--- src/rtl/addsub_pipe_if.sv ---
// Operand/result handshake bundle for addsub_pipe.
// The slave side is the adder; the master side is the producer and consumer.
interface addsub_pipe_if #(
    parameter int WIDTH = 32,
    parameter int TAGW  = 4
);
    logic             InValid;
    logic             InReady;
    logic [WIDTH-1:0] A;
    logic [WIDTH-1:0] B;
    logic             Sub;
    logic             Signed;
    logic [TAGW-1:0]  InTag;
    logic             OutValid;
    logic             OutReady;
    logic [WIDTH-1:0] S;
    logic             Zero;
    logic             Overflow;
    logic             Negative;
    logic             Carry;
    logic [TAGW-1:0]  OutTag;
    logic             StickyOverflow;
    logic             ClearSticky;

    modport slave (
        input  InValid, A, B, Sub, Signed, InTag, OutReady, ClearSticky,
        output InReady, OutValid, S, Zero, Overflow, Negative, Carry, OutTag, StickyOverflow
    );

    modport master (
        output InValid, A, B, Sub, Signed, InTag, OutReady, ClearSticky,
        input  InReady, OutValid, S, Zero, Overflow, Negative, Carry, OutTag, StickyOverflow
    );
endinterface

--- src/rtl/addsub_pipe.sv ---
// Two-stage add/subtract pipeline with valid/ready flow control and result flags.
// Stage 1 sums the low half; stage 2 finishes the high half and registers the flags.
module addsub_pipe #(
    parameter int WIDTH = 32,
    parameter int TAGW  = 4
) (
    input  logic         clk,
    input  logic         reset,
    addsub_pipe_if.slave bus
);
    localparam int LO = WIDTH / 2;
    localparam int HI = WIDTH - LO;

    logic             s1_vld_q, s1_vld_d;
    logic [LO-1:0]    s1_lo_q, s1_lo_d;
    logic             s1_c_q, s1_c_d;
    logic [HI-1:0]    s1_ah_q, s1_ah_d;
    logic [HI-1:0]    s1_bh_q, s1_bh_d;
    logic             s1_sub_q, s1_sub_d;
    logic             s1_sgn_q, s1_sgn_d;
    logic [TAGW-1:0]  s1_tag_q, s1_tag_d;

    logic             s2_vld_q, s2_vld_d;
    logic [WIDTH-1:0] s_q, s_d;
    logic             zero_q, zero_d;
    logic             ovf_q, ovf_d;
    logic             neg_q, neg_d;
    logic             carry_q, carry_d;
    logic [TAGW-1:0]  tag_q, tag_d;
    logic             sticky_q, sticky_d;

    logic             s1_ld, s2_ld, in_xfer, out_xfer;
    logic [WIDTH-1:0] b_p;
    logic [LO:0]      lo_sum;
    logic [HI:0]      hi_sum;
    logic [WIDTH-1:0] sum_w;
    logic             a_msb, b_msb, s_msb, c_out, ovf_w, neg_w;

    always_comb begin
        s2_ld    = ~s2_vld_q | bus.OutReady;
        s1_ld    = ~s1_vld_q | s2_ld;
        in_xfer  = bus.InValid & s1_ld;
        out_xfer = s2_vld_q & bus.OutReady;

        // Subtraction is A + ~B + 1, the +1 entering as the low-half carry-in.
        b_p    = bus.Sub ? ~bus.B : bus.B;
        lo_sum = {1'b0, bus.A[LO-1:0]} + {1'b0, b_p[LO-1:0]} + {{LO{1'b0}}, bus.Sub};

        s1_vld_d = s1_vld_q;
        s1_lo_d  = s1_lo_q;
        s1_c_d   = s1_c_q;
        s1_ah_d  = s1_ah_q;
        s1_bh_d  = s1_bh_q;
        s1_sub_d = s1_sub_q;
        s1_sgn_d = s1_sgn_q;
        s1_tag_d = s1_tag_q;
        if (s1_ld) s1_vld_d = in_xfer;
        if (in_xfer) begin
            s1_lo_d  = lo_sum[LO-1:0];
            s1_c_d   = lo_sum[LO];
            s1_ah_d  = bus.A[WIDTH-1:LO];
            s1_bh_d  = b_p[WIDTH-1:LO];
            s1_sub_d = bus.Sub;
            s1_sgn_d = bus.Signed;
            s1_tag_d = bus.InTag;
        end
    end

    always_comb begin
        hi_sum = {1'b0, s1_ah_q} + {1'b0, s1_bh_q} + {{HI{1'b0}}, s1_c_q};
        sum_w  = {hi_sum[HI-1:0], s1_lo_q};
        c_out  = hi_sum[HI];
        a_msb  = s1_ah_q[HI-1];
        // b_msb is the msb of the effective addend, so "A and B' agree" covers add and sub alike.
        b_msb  = s1_bh_q[HI-1];
        s_msb  = sum_w[WIDTH-1];
        if (s1_sgn_q) begin
            ovf_w = (a_msb == b_msb) & (s_msb != a_msb);
            neg_w = (a_msb == b_msb) ? a_msb : s_msb;
        end else begin
            ovf_w = s1_sub_q ? ~c_out : c_out;
            neg_w = s1_sub_q & ~c_out;
        end

        s2_vld_d = s2_vld_q;
        s_d      = s_q;
        zero_d   = zero_q;
        ovf_d    = ovf_q;
        neg_d    = neg_q;
        carry_d  = carry_q;
        tag_d    = tag_q;
        if (s2_ld) s2_vld_d = s1_vld_q;
        if (s2_ld && s1_vld_q) begin
            s_d     = sum_w;
            zero_d  = (sum_w == '0) & ~ovf_w;
            ovf_d   = ovf_w;
            neg_d   = neg_w;
            carry_d = c_out;
            tag_d   = s1_tag_q;
        end

        sticky_d = sticky_q;
        if (out_xfer && ovf_q) sticky_d = 1'b1;
        else if (bus.ClearSticky) sticky_d = 1'b0;
    end

    always_ff @(posedge clk or negedge reset) begin
        if (!reset) begin
            s1_vld_q <= 1'b0;
            s1_lo_q  <= '0;
            s1_c_q   <= 1'b0;
            s1_ah_q  <= '0;
            s1_bh_q  <= '0;
            s1_sub_q <= 1'b0;
            s1_sgn_q <= 1'b0;
            s1_tag_q <= '0;
            s2_vld_q <= 1'b0;
            s_q      <= '0;
            zero_q   <= 1'b0;
            ovf_q    <= 1'b0;
            neg_q    <= 1'b0;
            carry_q  <= 1'b0;
            tag_q    <= '0;
            sticky_q <= 1'b0;
        end else begin
            s1_vld_q <= s1_vld_d;
            s1_lo_q  <= s1_lo_d;
            s1_c_q   <= s1_c_d;
            s1_ah_q  <= s1_ah_d;
            s1_bh_q  <= s1_bh_d;
            s1_sub_q <= s1_sub_d;
            s1_sgn_q <= s1_sgn_d;
            s1_tag_q <= s1_tag_d;
            s2_vld_q <= s2_vld_d;
            s_q      <= s_d;
            zero_q   <= zero_d;
            ovf_q    <= ovf_d;
            neg_q    <= neg_d;
            carry_q  <= carry_d;
            tag_q    <= tag_d;
            sticky_q <= sticky_d;
        end
    end

    assign bus.InReady        = s1_ld;
    assign bus.OutValid       = s2_vld_q;
    assign bus.S              = s_q;
    assign bus.Zero           = zero_q;
    assign bus.Overflow       = ovf_q;
    assign bus.Negative       = neg_q;
    assign bus.Carry          = carry_q;
    assign bus.OutTag         = tag_q;
    assign bus.StickyOverflow = sticky_q;
endmodule

--- src/flat_wrapper.sv ---
// flat-port wrapper written by rule: the top's interface ports become plain ports
module addsub_pipe_flat 
#(
    parameter int WIDTH = 32,
    parameter int TAGW  = 4
)
  (clk, reset, bus_InValid, bus_A, bus_B, bus_Sub, bus_Signed, bus_InTag, bus_OutReady, bus_ClearSticky, bus_InReady, bus_OutValid, bus_S, bus_Zero, bus_Overflow, bus_Negative, bus_Carry, bus_OutTag, bus_StickyOverflow);
  addsub_pipe_if #(.WIDTH(WIDTH), .TAGW(TAGW)) bus_i ();
  input  logic clk;
  input  logic reset;
  input wire logic [$bits(bus_i.InValid)-1:0] bus_InValid;
  input wire logic [$bits(bus_i.A)-1:0] bus_A;
  input wire logic [$bits(bus_i.B)-1:0] bus_B;
  input wire logic [$bits(bus_i.Sub)-1:0] bus_Sub;
  input wire logic [$bits(bus_i.Signed)-1:0] bus_Signed;
  input wire logic [$bits(bus_i.InTag)-1:0] bus_InTag;
  input wire logic [$bits(bus_i.OutReady)-1:0] bus_OutReady;
  input wire logic [$bits(bus_i.ClearSticky)-1:0] bus_ClearSticky;
  output wire logic [$bits(bus_i.InReady)-1:0] bus_InReady;
  output wire logic [$bits(bus_i.OutValid)-1:0] bus_OutValid;
  output wire logic [$bits(bus_i.S)-1:0] bus_S;
  output wire logic [$bits(bus_i.Zero)-1:0] bus_Zero;
  output wire logic [$bits(bus_i.Overflow)-1:0] bus_Overflow;
  output wire logic [$bits(bus_i.Negative)-1:0] bus_Negative;
  output wire logic [$bits(bus_i.Carry)-1:0] bus_Carry;
  output wire logic [$bits(bus_i.OutTag)-1:0] bus_OutTag;
  output wire logic [$bits(bus_i.StickyOverflow)-1:0] bus_StickyOverflow;
  assign bus_i.InValid = bus_InValid;
  assign bus_i.A = bus_A;
  assign bus_i.B = bus_B;
  assign bus_i.Sub = bus_Sub;
  assign bus_i.Signed = bus_Signed;
  assign bus_i.InTag = bus_InTag;
  assign bus_i.OutReady = bus_OutReady;
  assign bus_i.ClearSticky = bus_ClearSticky;
  assign bus_InReady = bus_i.InReady;
  assign bus_OutValid = bus_i.OutValid;
  assign bus_S = bus_i.S;
  assign bus_Zero = bus_i.Zero;
  assign bus_Overflow = bus_i.Overflow;
  assign bus_Negative = bus_i.Negative;
  assign bus_Carry = bus_i.Carry;
  assign bus_OutTag = bus_i.OutTag;
  assign bus_StickyOverflow = bus_i.StickyOverflow;
  addsub_pipe #(.WIDTH(WIDTH), .TAGW(TAGW)) u_core (.clk(clk), .reset(reset), .bus(bus_i));
endmodule
--- config.mk ---
export PLATFORM = sky130hd
export DESIGN_NAME = addsub_pipe_flat
export DESIGN_NICKNAME = d
export VERILOG_FILES = /design/src/rtl/addsub_pipe_if.sv /design/src/rtl/addsub_pipe.sv /design/src/flat_wrapper.sv
export SDC_FILE = /design/constraint.sdc
export NUM_CORES = 1
export LEC_CHECK = 0
export CAP_MARGIN = 20
export CORE_MARGIN = 2
export CORE_UTILIZATION = 30
export DETAILED_ROUTE_END_ITERATION = 8
export GPL_TIMING_DRIVEN = 1
export PLACE_DENSITY = 0.58
export SLEW_MARGIN = 10
export SYNTH_ARGS = -nofsm -noshare
export SYNTH_HDL_FRONTEND = slang
export SYNTH_SLANG_ARGS = --single-unit
--- constraint.sdc ---
create_clock -name clk -period 5.7 [get_ports clk]
set_input_delay 0.855 -clock clk [delete_from_list [all_inputs] [get_ports clk]]
set_output_delay 0.855 -clock clk [all_outputs]
set_load 0.02 [all_outputs]
Word-level counts from Yosys, hierarchy flattened
Cells that the tools add are included.

operators by class
  add/subtract/negate cells = 4
  eq/ne operators = 2
  multiplexer cells = 7
  bitwise operators = 12
  reduce and logical (&&, ||, !) cells = 4

operator list
  kind                 count
  $add A16 B16 Y17     2
  $add A17 B1 Y17      2
  $logic_not A32 Y1    1
  $mux W32             1
  $not A32 Y32         1
  $mux W1              6
  $and A1 B1 Y1        5
  $not A1 Y1           4
  $logic_and A1 B1 Y1  2
  $or A1 B1 Y1         2
  $reduce_bool A2 Y1   1
  $eq A1 B1 Y1         1
  $ne A1 B1 Y1         1

word-level totals
  flip-flop bits (word level) = 98
  bits of input ports = 75
  output and inout bits = 43
  logic and storage cells = 45

Depth between registers and ports, before layout
Gate-level depths: netlist of the first run.

  word-level depth = 7
  depth in mapped cells = 18
  gate-level depth less buffers = 18

Worst setup path after synthesis of the first run
No wires, ideal clock.

  path type = register to register
  start point = register u_core.s1_bh_q[0]
  end point = register u_core.zero_q, in the netlist u_core.bus.Zero
  arrival = 4076 ps
  data required time = 5634 ps
  slack = 1558 ps
  cell stages (with the launch flop) = 19
  buffers on the path = 0
  period minus slack after synthesis = 4142 ps
  cells stage by stage = dfrtp_1 -> fa_1 -> fa_1 -> a211oi_1 -> o21bai_1 -> nand3_1 -> a21boi_0 -> o41ai_1 -> o21bai_1 -> a21oi_1 -> ha_1 -> nor2_1 -> or4_1 -> nor3_2 -> nand3_1 -> and4bb_1 -> nand4_1 -> nor4bb_1 -> a31o_1

on the way
  cells in the longest elaborated chain, start to end = 7
  elaborated cells on any way between the ends = 10
  classes of those cells = 2 x add/sub; 1 x eq/ne; 2 x mux; 4 x bitwise; 1 x reduce/logical

ends and longest elaborated chain
  element                                     RTL line                              source
  start, declared                             addsub_pipe.sv:18                     logic [HI-1:0] s1_bh_q, s1_bh_d;
  start signal, assigned                      addsub_pipe.sv:130                    s1_bh_q <= s1_bh_d;
  $add A16 B16 Y17 (*)                        addsub_pipe.sv:70                     hi_sum = {1'b0, s1_ah_q} + {1'b0, s1_bh_q} + {{HI{1'b0}}, s1_c_q};
  $add A17 B1 Y17 (*)                         addsub_pipe.sv:70
  $ne A1 B1 Y1 or $not A1 Y1 (tied branches)  addsub_pipe.sv:78, addsub_pipe.sv:81
  $and A1 B1 Y1 or $mux W1 (tied branches)    addsub_pipe.sv:78, addsub_pipe.sv:81
  $mux W1                                     addsub_pipe.sv:77                     if (s1_sgn_q) begin
  $not A1 Y1                                  addsub_pipe.sv:95                     zero_d = (sum_w == '0) & ~ovf_w;
  $and A1 B1 Y1 (*)                           addsub_pipe.sv:95
  end signal, assigned                        addsub_pipe.sv:136                    zero_q <= zero_d;
  end, declared                               addsub_pipe.sv:25                     logic zero_q, zero_d;

Mark *: on every way between the ends. The rest lies on a longest branch, timed or not.
A chain may end at the register's enable or synchronous reset.

Worst setup path in the final report of the first run
Ends and elaborated chain as after synthesis.

==> flow_summary_export.csv, run 1 <==
group,metric,value,unit
cells_and_area,multi_input_area,2760,um2
clock_network,cts_hold_buffers,0,
setup_path,peak_per_stage_delay_on_the_critical_path,0.49,ns
detailed_routing,initialDrtViolationCount,204,
floorplan,chipHeight,137,um
floorplan,start_util,30.8,%
power_and_ir_drop,irDropWorstVdd,0.193,mV
detailed_routing,post_drt_wl_per_cell,14.6,um
clock_network,clk_root_buffer_cell,"clkbuf_16",
cells_and_area,area_delta_synth_final,32.1,%
clock_network,cts.repair_timing.setup_buffer_count,0,
placed_design,globalplace.congestion,0.860,
sta,part_of_the_cycle_the_worst_path_needs,81.9,%
placed_design,port_buffers,117,
synthesis,sequential_cell_area_fraction_in_the_yosys_report,46.1,%
sta,final.min_clock_period,4.67,ns
sta,final_max_slew_viol_count,0,
sta,tns,0,ns
sta,max_freq,214,MHz
synthesis,netlist_area,5320,um2
floorplan,site_rows,48,
setup_path,type_of_destination_of_the_critical_path,"flip-flop",
cells_and_area,most-common-layout-cells,"nand2_1 (121), clkdlybuf4s50_1 (115), dfrtp_1 (98)",
detailed_routing,vias,4166,
floorplan,coreArea,17300,um2
clock_network,path_clk_slew,0.07,ns
clock_network,cts_num_sinks,98,
run,timing.max_cap.violations,0,
synthesis,yosysWarningCount,0,
power_and_ir_drop,total_power_per_unit_cell_area,381,nW/um2
synthesis,syn-mean-instance-area,9.78,um2
floorplan,fp.dieW,137,um
global_routing,maximum_number_of_pins_on_one_net_before_global_route_repair,73,
synthesis,yosys.cell_types.count,48,
sta,unrepaired_setup_endpoints_after_global_routing,"no",
detailed_routing,route.detailed.vias_per_inst,4.71,
outcome,outcome,"finished clean",
sta,finalHoldViolCount,0,
setup_path,worst-setup-path-type,"flip-flop to flip-flop",
setup_path,critical_path.max_fanout,3,
power_and_ir_drop,post-layout-total-power,2.68,mW
global_routing,antenna_violations_before_repair,1,
sta,worst_slew_margin_rel,30.9,%
clock_network,ctsHtreeMaxLevel,3,
setup_path,worst_path_max_delay_cell,"or4_1",
setup_path,required,5.99,ns
power_and_ir_drop,power_leakage,3.09,nW
clock_network,total_cts_buffers,9,
detailed_routing,drc,0,
synthesis,yosysTopAreaCell,"dfrtp_1",
synthesis,ys_seq_elements,98,
clock_network,cts_max_path_buffers,2,
detailed_routing,route.final.wire_length,12900,um
min_path,hold_class,"input pin to async pin",
cells_and_area,number_of_inserted_filler_cells_in_the_final_layout,1710,
floorplan,design.die.area,18800,um2
detailed_routing,postRouteAntennaNets,0,
setup_path,arrival,4.96,ns
synthesis,synth_edf_count,0,
global_routing,global_route.overflow_total,0,
cells_and_area,layout.cells.non_filler,885,
synthesis,synth.top_cells.by_area,"dfrtp_1 (46%), nand2_1 (8.7%), ha_1 (7.3%)",
sta,final-setup-viol-count,0,
synthesis,net_count_after_synthesis,653,
global_routing,grt_pass1_vias,4268,
synthesis,synthArstFlopShare,100,%
sta,worst_clock_skew,0.0109,ns
clock_network,clk-insertion-delay-late,0.35,ns
floorplan,io_pins,118,
synthesis,syn_inst,544,
setup_path,startpoint_type,"flip-flop",
cells_and_area,register_area,2450,um2
cells_and_area,mostFrequentLayoutCell,"nand2_1",
setup_path,timing.critical_path.cells,"fa_1 -> fa_1 -> a211oi_1 -> o21bai_1 -> nand3_1 -> a21boi_0 -> o41ai_1 -> o21bai_1 -> a21oi_1 -> ha_1 -> nor2_1 -> or4_1 -> nor3_2 -> nand3_1 -> and4bb_1 -> nand4_1 -> nor4bb_1 -> a31o_1",
synthesis,synth_ff_type,"dfrtp_1",
synthesis,synth_top_area_share,46.1,%
clock_network,cts_tree,"built",
global_routing,grt_pass1_wl,20900,um
cells_and_area,ratio_of_cells_with_drive_above_1_in_the_final_layout,7.89,%
placed_design,placedCellCount,869,
detailed_routing,drt_pre_antenna_iters,5,
cells_and_area,nets,764,
placed_design,detailed_placer_s_ending_hpwl,9960,um
clock_network,post_cts_resized,0,
sta,tightestPinTransition,1.03,ns
global_routing,gr-usage-all-layers,14.3,%
-- through the flow --
step	worst slack, ns	cell area (um2)	utilization, %	hold WS (ns)
after floorplan	1.56	5320	-	0.442
after global placement	1.19	6720	38.9	0.454
after detailed placement	1.05	6720	38.9	0.463
after CTS	1.00	7030	40.6	0.413
after global routing	0.734	7030	40.6	0.439
final	1.03	7030	40.6	0.413
-- worst paths after layout --
path,slack (ns),to,start,cells past startpoint
setup / recovery,1.03,u_core.bus.Zero,u_core.s1_bh_q[0],18
hold / removal,0.41,u_core.s1_lo_q[7],reset,1
setup reg to reg,1.03,u_core.bus.Zero,u_core.s1_bh_q[0],18
hold reg to reg,0.47,u_core.s1_tag_q[2],u_core.s1_tag_q[2],2
max in group asynchronous,4.03,u_core.s1_ah_q[9],reset,2
min in group clk,0.47,u_core.s1_tag_q[2],u_core.s1_tag_q[2],2
-- cell usage after synthesis (6+ instances only) --
cell type / number
xor2_1: 29
nand2_1: 123
ha_1: 31
clkbuf_1: 13
o21bai_1: 6
a21o_1: 8
buf_1: 7
nand3_1: 7
inv_1: 10
mux2_2: 26
a21oi_1: 17
dfrtp_1: 98
nor2_1: 16
o21ai_0: 52
xnor2_1: 26
-- sequential cells by signal, indices dropped and copies added, names as in the netlist --
signal                     count
u_core.s1_lo_q                16
u_core.bus.S                  32
u_core.bus.Negative            1
u_core.s1_tag_q                4
u_core.s1_vld_q                1
u_core.bus.OutValid            1
u_core.s1_sub_q                1
u_core.bus.Zero                1
u_core.s1_sgn_q                1
u_core.s1_bh_q                16
u_core.bus.StickyOverflow      1
u_core.bus.Overflow            1
u_core.bus.OutTag              4
u_core.bus.Carry               1
u_core.s1_ah_q                16
u_core.s1_c_q                  1
-- area by class of cell --
| type | count | area share (%) |
|---|---|---|
| clock buffer | 11 | 3.60 |
| tap | 225 | 4.00 |
| clock inverter | 4 | 0.730 |
| inverter | 10 | 0.534 |
| antenna | 1 | 0.0356 |
| timing repair buffer | 121 | 17.0 |
| sequential | 98 | 34.9 |
| multi-input combinational | 415 | 39.2 |
-- worst max-delay path: cells and delay by family, from the launching register on --
| kind | cells | cell delay (ns) |
|---|---|---|
| compound gates | 7 | 1.59 |
| fa+ha+maj | 3 | 1.07 |
| flops | 1 | 0.41 |
| simple gates | 8 | 1.54 |
-- cell families (layout without fill, tap and decap cells) --
group / Yosys count / count (layout) / synth area share, %
xor gates and xnor gates: 55 / 55 / 9.05
muxes: 27 / 27 / 5.69
and+or+nand+nor: 181 / 181 / 14.8
other: 0 / 1 / 0
AOI/OAI and AO/OA: 118 / 118 / 13.8
adders and majority gates: 34 / 34 / 8.42
DFF: 98 / 98 / 46.1
buffers and inverters: 31 / 146 / 2.21
-- layer usage --
metal	up-vias	wire, um	GRT usage [%]
li1	2109	-	-
met1	1946	5910	18.5
met2	96	6140	23.5
met3	15	582	2.98
met4	0	281	5.61
met5	-	0	0
-- where the power goes --
part,total (mW),switching (mW),internal (mW)
clock,0.621,0.260,0.362
sequential,1.01,0.127,0.882
combinational,1.04,0.543,0.502
total,2.68,0.930,1.75
(Power assumes the default switching activity.)
==> run 2, diff against run 1 <==
clock period = 4.4 ns   (was 5.7 ns; I/O delays follow)
==> run 2 against run 1 <==
Compared with the run above: routed wire length is 2.3% higher; sequential power grew 30%; utilization grew 0.57 points; die area stayed put; clock skew decreased by 0.0031 ns; register-to-register slack worse by 0.83 ns; first-iteration DRC count shrank 3.9%; global-route usage increased by 0.39 points.
==> flow_summary_export.csv, run 2 (synthesis results as in run 1) <==
group,metric,value,unit
setup_path,startpoint_type,"flip-flop",
floorplan,coreArea,17300,um2
global_routing,grt_pass1_vias,4212,
clock_network,clk-insertion-delay-late,0.35,ns
sta,hold-worst-slack,0.393,ns
detailed_routing,post_drt_wl_per_cell,14.8,um
cells_and_area,antenna_cells_inserted,0,
placed_design,port_buffers,117,
detailed_routing,route.detailed.vias_per_inst,4.72,
outcome,outcome,"finished clean",
sta,final_max_slew_viol_count,0,
sta,final-setup-viol-count,0,
cells_and_area,final_util,41.2,%
setup_path,required,4.69,ns
power_and_ir_drop,total_power_per_unit_cell_area,495,nW/um2
sta,worst_clock_skew,0.00782,ns
clock_network,total_cts_buffers,9,
floorplan,fp.dieW,137,um
placed_design,globalplace.congestion,0.854,
clock_network,path_clk_slew,0.07,ns
detailed_routing,postRouteAntennaNets,0,
clock_network,ctsHtreeMaxLevel,3,
cells_and_area,largest_register_ffs,32,
global_routing,grt_pass1_wl,21300,um
sta,part_of_the_cycle_the_worst_path_needs,95.3,%
detailed_routing,route.final.wire_length,13200,um
floorplan,io_pins,118,
floorplan,design.die.area,18800,um2
placed_design,place_worst_setup_slack,-0.0731,ns
cells_and_area,nets,770,
setup_path,r2r_slack,0.21,ns
sta,max_freq,238,MHz
global_routing,global_route.overflow_total,0,
floorplan,chipHeight,137,um
setup_path,timing.rr.start,"u_core.s1_c_q",
floorplan,site_rows,48,
setup_path,type_of_destination_of_the_critical_path,"flip-flop",
detailed_routing,initialDrtViolationCount,196,
clock_network,cts_num_sinks,98,
detailed_routing,drc,0,
min_path,hold_class,"input pin to async pin",
clock_network,clk_root_buffer_cell,"clkbuf_16",
cells_and_area,fin_area,7130,um2
cells_and_area,most-common-layout-cells,"nand2_1 (121), clkdlybuf4s50_1 (115), dfrtp_1 (98)",
cells_and_area,register_area,2450,um2
setup_path,critical_path.max_fanout,2,
clock_network,cts_tree,"built",
cells_and_area,area_delta_synth_final,33.9,%
placed_design,postPlaceCellArea,6750,um2
cells_and_area,ratio_of_cells_with_drive_above_1_in_the_final_layout,9.91,%
setup_path,worst-setup-path-type,"flip-flop to flip-flop",
sta,finalHoldViolCount,0,
setup_path,worst_reg2reg_path_endpoint,"u_core.bus.Zero",
sta,final.min_clock_period,4.19,ns
sta,unrepaired_setup_endpoints_after_global_routing,"yes",
sta,tightestPinTransition,1.00,ns
cells_and_area,number_of_inserted_filler_cells_in_the_final_layout,1684,
detailed_routing,drt_pre_antenna_iters,5,
clock_network,cts_max_path_buffers,2,
global_routing,antenna_violations_before_repair,0,
setup_path,arrival,4.48,ns
run,timing.max_cap.violations,0,
sta,worst_slew_margin_rel,31.6,%
cells_and_area,multi_input_area,2790,um2
cells_and_area,mostFrequentLayoutCell,"nand2_1",
clock_network,cts_hold_buffers,0,
placed_design,detailed_placer_s_ending_hpwl,10200,um
detailed_routing,vias,4203,
global_routing,gr-usage-all-layers,14.7,%
power_and_ir_drop,power_leakage,3.14,nW
global_routing,maximum_number_of_pins_on_one_net_before_global_route_repair,61,
floorplan,start_util,30.8,%
sta,timing.final.ws_setup,0.207,ns
setup_path,ff2ff_path_depth,19,
power_and_ir_drop,irDropWorstVdd,0.228,mV
[run 2: repair_timing]
item / CTS / global route
buffers inserted: 0 / 1
endpoints found under the hold margin: 0 / 0
gates cloned: 0 / 0
setup endpoints to repair: 1 / 1
pin swaps: 1 / 6
resized for setup: 1 / 8
[run 2: where the power goes]
group | leakage (nW) | switching (mW) | internal, mW
Clock | 0.152 | 0.336 | 0.489
Combinational | 1.79 | 0.724 | 0.675
Sequential | 1.19 | 0.165 | 1.14
[run 2: layout make-up]
cell class	count	share of cell area, %
Clock buffer	13	3.79
Sequential cell	98	34.4
Multi-Input combinational cell	415	39.1
Timing Repair Buffer	127	17.6
Tap cell	225	3.95
Clock inverter	3	0.649
Inverter	10	0.527
[run 2: worst max-delay path by stage]
stage,slack [ns],to,start,cells past startpoint
detailed placement,-0.07,u_core.bus.Zero,u_core.s1_bh_q[0],19
finish,0.21,u_core.bus.Zero,u_core.s1_c_q,19
CTS,0.01,u_core.bus.Zero,u_core.s1_bh_q[0],19
global placement,0.008,u_core.bus.Zero,u_core.s1_bh_q[0],19
floorplan,0.26,u_core.bus.Zero,u_core.s1_bh_q[0],18
global route,-0.07,u_core.bus.Zero,u_core.s1_c_q,19
[run 2: layer usage]
metal / share of wire, % / wire, um / GRT usage (%) / up-vias
met5: 0 / 0 / 0 / -
li1: - / - / - / 2106
met3: 4.1 / 545 / 2.39 / 15
met4: 2.1 / 282 / 6.07 / 0
met1: 45 / 5970 / 19.1 / 1990
met2: 49 / 6410 / 24.4 / 92
[run 2: critical path, cell delays in order (launching register included)]
cell,delay (ns)
dfrtp_1,0.40
fa_2,0.41
fa_2,0.36
a211oi_2,0.27
o21bai_1,0.12
nand3_1,0.11
a21boi_2,0.08
o41ai_2,0.28
buf_4,0.16
o21bai_1,0.08
a21oi_2,0.16
ha_1,0.16
nor2_2,0.05
or4_4,0.48
nor3_2,0.12
nand3_1,0.08
and4bb_1,0.27
nand4_1,0.11
nor4bb_1,0.27
a31o_1,0.17
[run 2: stage by stage]
stage | power [mW] | std cells | TNS (ns)
6_report | 3.53 | 891 | 0
5_1_grt | 3.75 | 891 | -0.0685
4_1_cts | 3.55 | 889 | 0
3_5_place_dp | 2.72 | 873 | -0.0731
3_3_place_gp | 2.69 | 873 | 0
2_1_floorplan | 2.08 | 544 | 0
==> run 3, diff against run 2 <==
CORE_ASPECT_RATIO = 1.25   (was not set)
GPL_TIMING_DRIVEN = 0   (was 1)
==> run 3 against run 2 <==
Compared with the run above: register-to-register slack lost 0.16 ns; die area barely moved; critical path type unchanged; total power is 1.1% higher; highest routed layer unchanged; critical path depth decreased by 1; global-route usage increased by 1.1 points; design area rose by 1.2%; hold slack worse by 0.099 ns; routed wire length up 7.1%; sequential share of layout area fell by 0.40 points; final cell count is 1.9% higher; clock-buffer cell count shrank 4; combinational power barely moved.
==> flow_summary_export.csv, run 3 (synthesis results as in run 1) <==
group,metric,value,unit
power_and_ir_drop,irDropWorstVdd,0.215,mV
clock_network,clk_root_buffer_cell,"clkbuf_16",
cells_and_area,ratio_of_cells_with_drive_above_1_in_the_final_layout,9.36,%
cells_and_area,nets,788,
sta,part_of_the_cycle_the_worst_path_needs,98.8,%
detailed_routing,post_drt_wl_per_cell,15.6,um
sta,final.min_clock_period,4.35,ns
run,timing.max_cap.violations,0,
sta,worst_slew_margin_rel,37.1,%
floorplan,fp.dieW,123,um
sta,unrepaired_setup_endpoints_after_global_routing,"yes",
detailed_routing,route.detailed.vias_per_inst,4.81,
sta,final_max_slew_viol_count,0,
clock_network,ctsHtreeMaxLevel,3,
global_routing,antenna_violations_before_repair,0,
setup_path,worst_path_max_delay_cell,"or4_4",
detailed_routing,vias,4368,
sta,timing.final.ws_setup,0.0511,ns
setup_path,startpoint_type,"flip-flop",
sta,tightestPinTransition,0.919,ns
global_routing,gr-usage-all-layers,15.8,%
floorplan,start_util,30.5,%
setup_path,type_of_destination_of_the_critical_path,"flip-flop",
clock_network,cts_hold_buffers,0,
setup_path,r2r_slack,0.05,ns
cells_and_area,number_of_inserted_filler_cells_in_the_final_layout,1754,
setup_path,timing.rr.start,"u_core.s1_c_q",
setup_path,ff2ff_path_depth,18,
floorplan,design.die.area,18800,um2
clock_network,cts_tree,"built",
cells_and_area,most-common-layout-cells,"nand2_1 (123), clkdlybuf4s50_1 (115), dfrtp_1 (98)",
detailed_routing,initialDrtViolationCount,202,
clock_network,cts_max_path_buffers,2,
power_and_ir_drop,post-layout-total-power,3.57,mW
setup_path,required,4.68,ns
setup_path,critical_path.startpoint,"u_core.s1_c_q",
setup_path,worst-setup-path-type,"flip-flop to flip-flop",
placed_design,port_buffers,116,
setup_path,arrival,4.63,ns
global_routing,global_route.overflow_total,0,
setup_path,critical_path.max_fanout,2,
sta,final-setup-viol-count,0,
floorplan,io_pins,118,
cells_and_area,largest_register_ffs,32,
clock_network,cts_num_sinks,98,
placed_design,place_worst_setup_slack,-0.508,ns
setup_path,timing.critical_path.cells,"fa_2 -> fa_2 -> a211oi_2 -> o21bai_1 -> nand3_1 -> a21boi_2 -> o41ai_2 -> o21bai_1 -> a21oi_2 -> ha_1 -> nor2_2 -> or4_4 -> nor3_4 -> nand3_1 -> and4bb_1 -> nand4_1 -> nor4bb_2 -> a31o_1",
sta,max_freq,230,MHz
clock_network,path_clk_slew,0.07,ns
placed_design,detailed_placer_s_ending_hpwl,11300,um
detailed_routing,drc,0,
outcome,outcome,"finished clean",
cells_and_area,area_delta_synth_final,35.5,%
global_routing,maximum_number_of_pins_on_one_net_before_global_route_repair,59,
floorplan,chipHeight,153,um
power_and_ir_drop,power_leakage,3.18,nW
detailed_routing,postRouteAntennaNets,0,
sta,finalHoldViolCount,0,
setup_path,setup.worst_path.end,"u_core.bus.Zero",
floorplan,site_rows,54,
global_routing,grt_pass1_vias,4744,
global_routing,grt_pass1_wl,23200,um
power_and_ir_drop,total_power_per_unit_cell_area,495,nW/um2
placed_design,globalplace.congestion,0.796,
min_path,hold_class,"input pin to async pin",
clock_network,total_cts_buffers,9,
floorplan,coreArea,17400,um2
clock_network,clk-insertion-delay-late,0.34,ns
sta,worst_clock_skew,0.00924,ns
detailed_routing,route.final.wire_length,14100,um
cells_and_area,mostFrequentLayoutCell,"nand2_1",
setup_path,worst_reg2reg_path_endpoint,"u_core.bus.Zero",
setup_path,peak_per_stage_delay_on_the_critical_path,0.43,ns
detailed_routing,drt_pre_antenna_iters,4,
cells_and_area,antenna_cells_inserted,0,
==> run 3: layer usage <==
metal / share of wire, % / routed length [um] / global-route usage [%] / vias up
li1: - / - / - / 2148
met1: 41 / 5790 / 18.4 / 2118
met5: 0 / 0 / 0 / -
met2: 53 / 7500 / 28.4 / 85
met4: 2.2 / 316 / 5.68 / 0
met3: 3.8 / 537 / 2.69 / 17
==> run 3: cell type report <==
type / count / area (um2) / share of cell area, %
buffer: 21 / 80.1 / 1.11
clock buffer: 9 / 225 / 3.12
clock inverter: 7 / 101 / 1.41
inverter: 10 / 37.5 / 0.520
multi-input combinational: 415 / 2800 / 38.8
sequential: 98 / 2450 / 34.0
tap: 224 / 280 / 3.89
timing repair buffer: 124 / 1240 / 17.2
==> run 3: worst min-delay path by stage <==
stage,start,endpoint,cells past startpoint,slack [ns]
after floorplan,reset,u_core.bus.Carry,0,0.36
after global placement,u_core.s1_tag_q[0],u_core.s1_tag_q[0],2,0.46
after CTS,reset,u_core.s1_lo_q[5],1,0.30
final,reset,u_core.s1_lo_q[5],1,0.29
after global routing,reset,u_core.s1_lo_q[5],1,0.33
after detailed placement,u_core.s1_tag_q[0],u_core.s1_tag_q[0],2,0.47
==> run 3: power breakdown <==
part,total (mW),switching (mW),internal (mW)
clock,0.857,0.352,0.504
sequential,1.32,0.175,1.14
combinational,1.39,0.706,0.688
total,3.57,1.23,2.33
==> run 3: critical path: cells and delay by family, from the launching register on <==
| kind | cells | cell delay [ns] |
|---|---|---|
| simple gates | 8 | 1.67 |
| compound gates | 7 | 1.27 |
| fa+ha+maj | 3 | 0.94 |
| flops | 1 | 0.42 |
==> run 3: metrics by stage <==
step | utilization (%) | TNS (ns) | hold WS, ns | cells | area [um2]
2_1_floorplan | - | 0 | 0.364 | 544 | 5320
3_3_place_gp | 38.8 | -87.28 | 0.457 | 884 | 6760
3_5_place_dp | 38.9 | -0.508 | 0.466 | 885 | 6790
4_1_cts | 41.1 | 0 | 0.303 | 905 | 7170
5_1_grt | 41.4 | -0.145 | 0.328 | 908 | 7210
6_report | 41.4 | 0 | 0.294 | 908 | 7210
==> run 3: timing repair <==
item | in CTS | in global routing
gates cloned | 0 | 0
gates resized for setup | 6 | 5
endpoints found under the setup margin | 1 | 1
setup buffers | 4 | 3
endpoints found under the hold margin | 0 | 0
pin swaps | 6 | 16
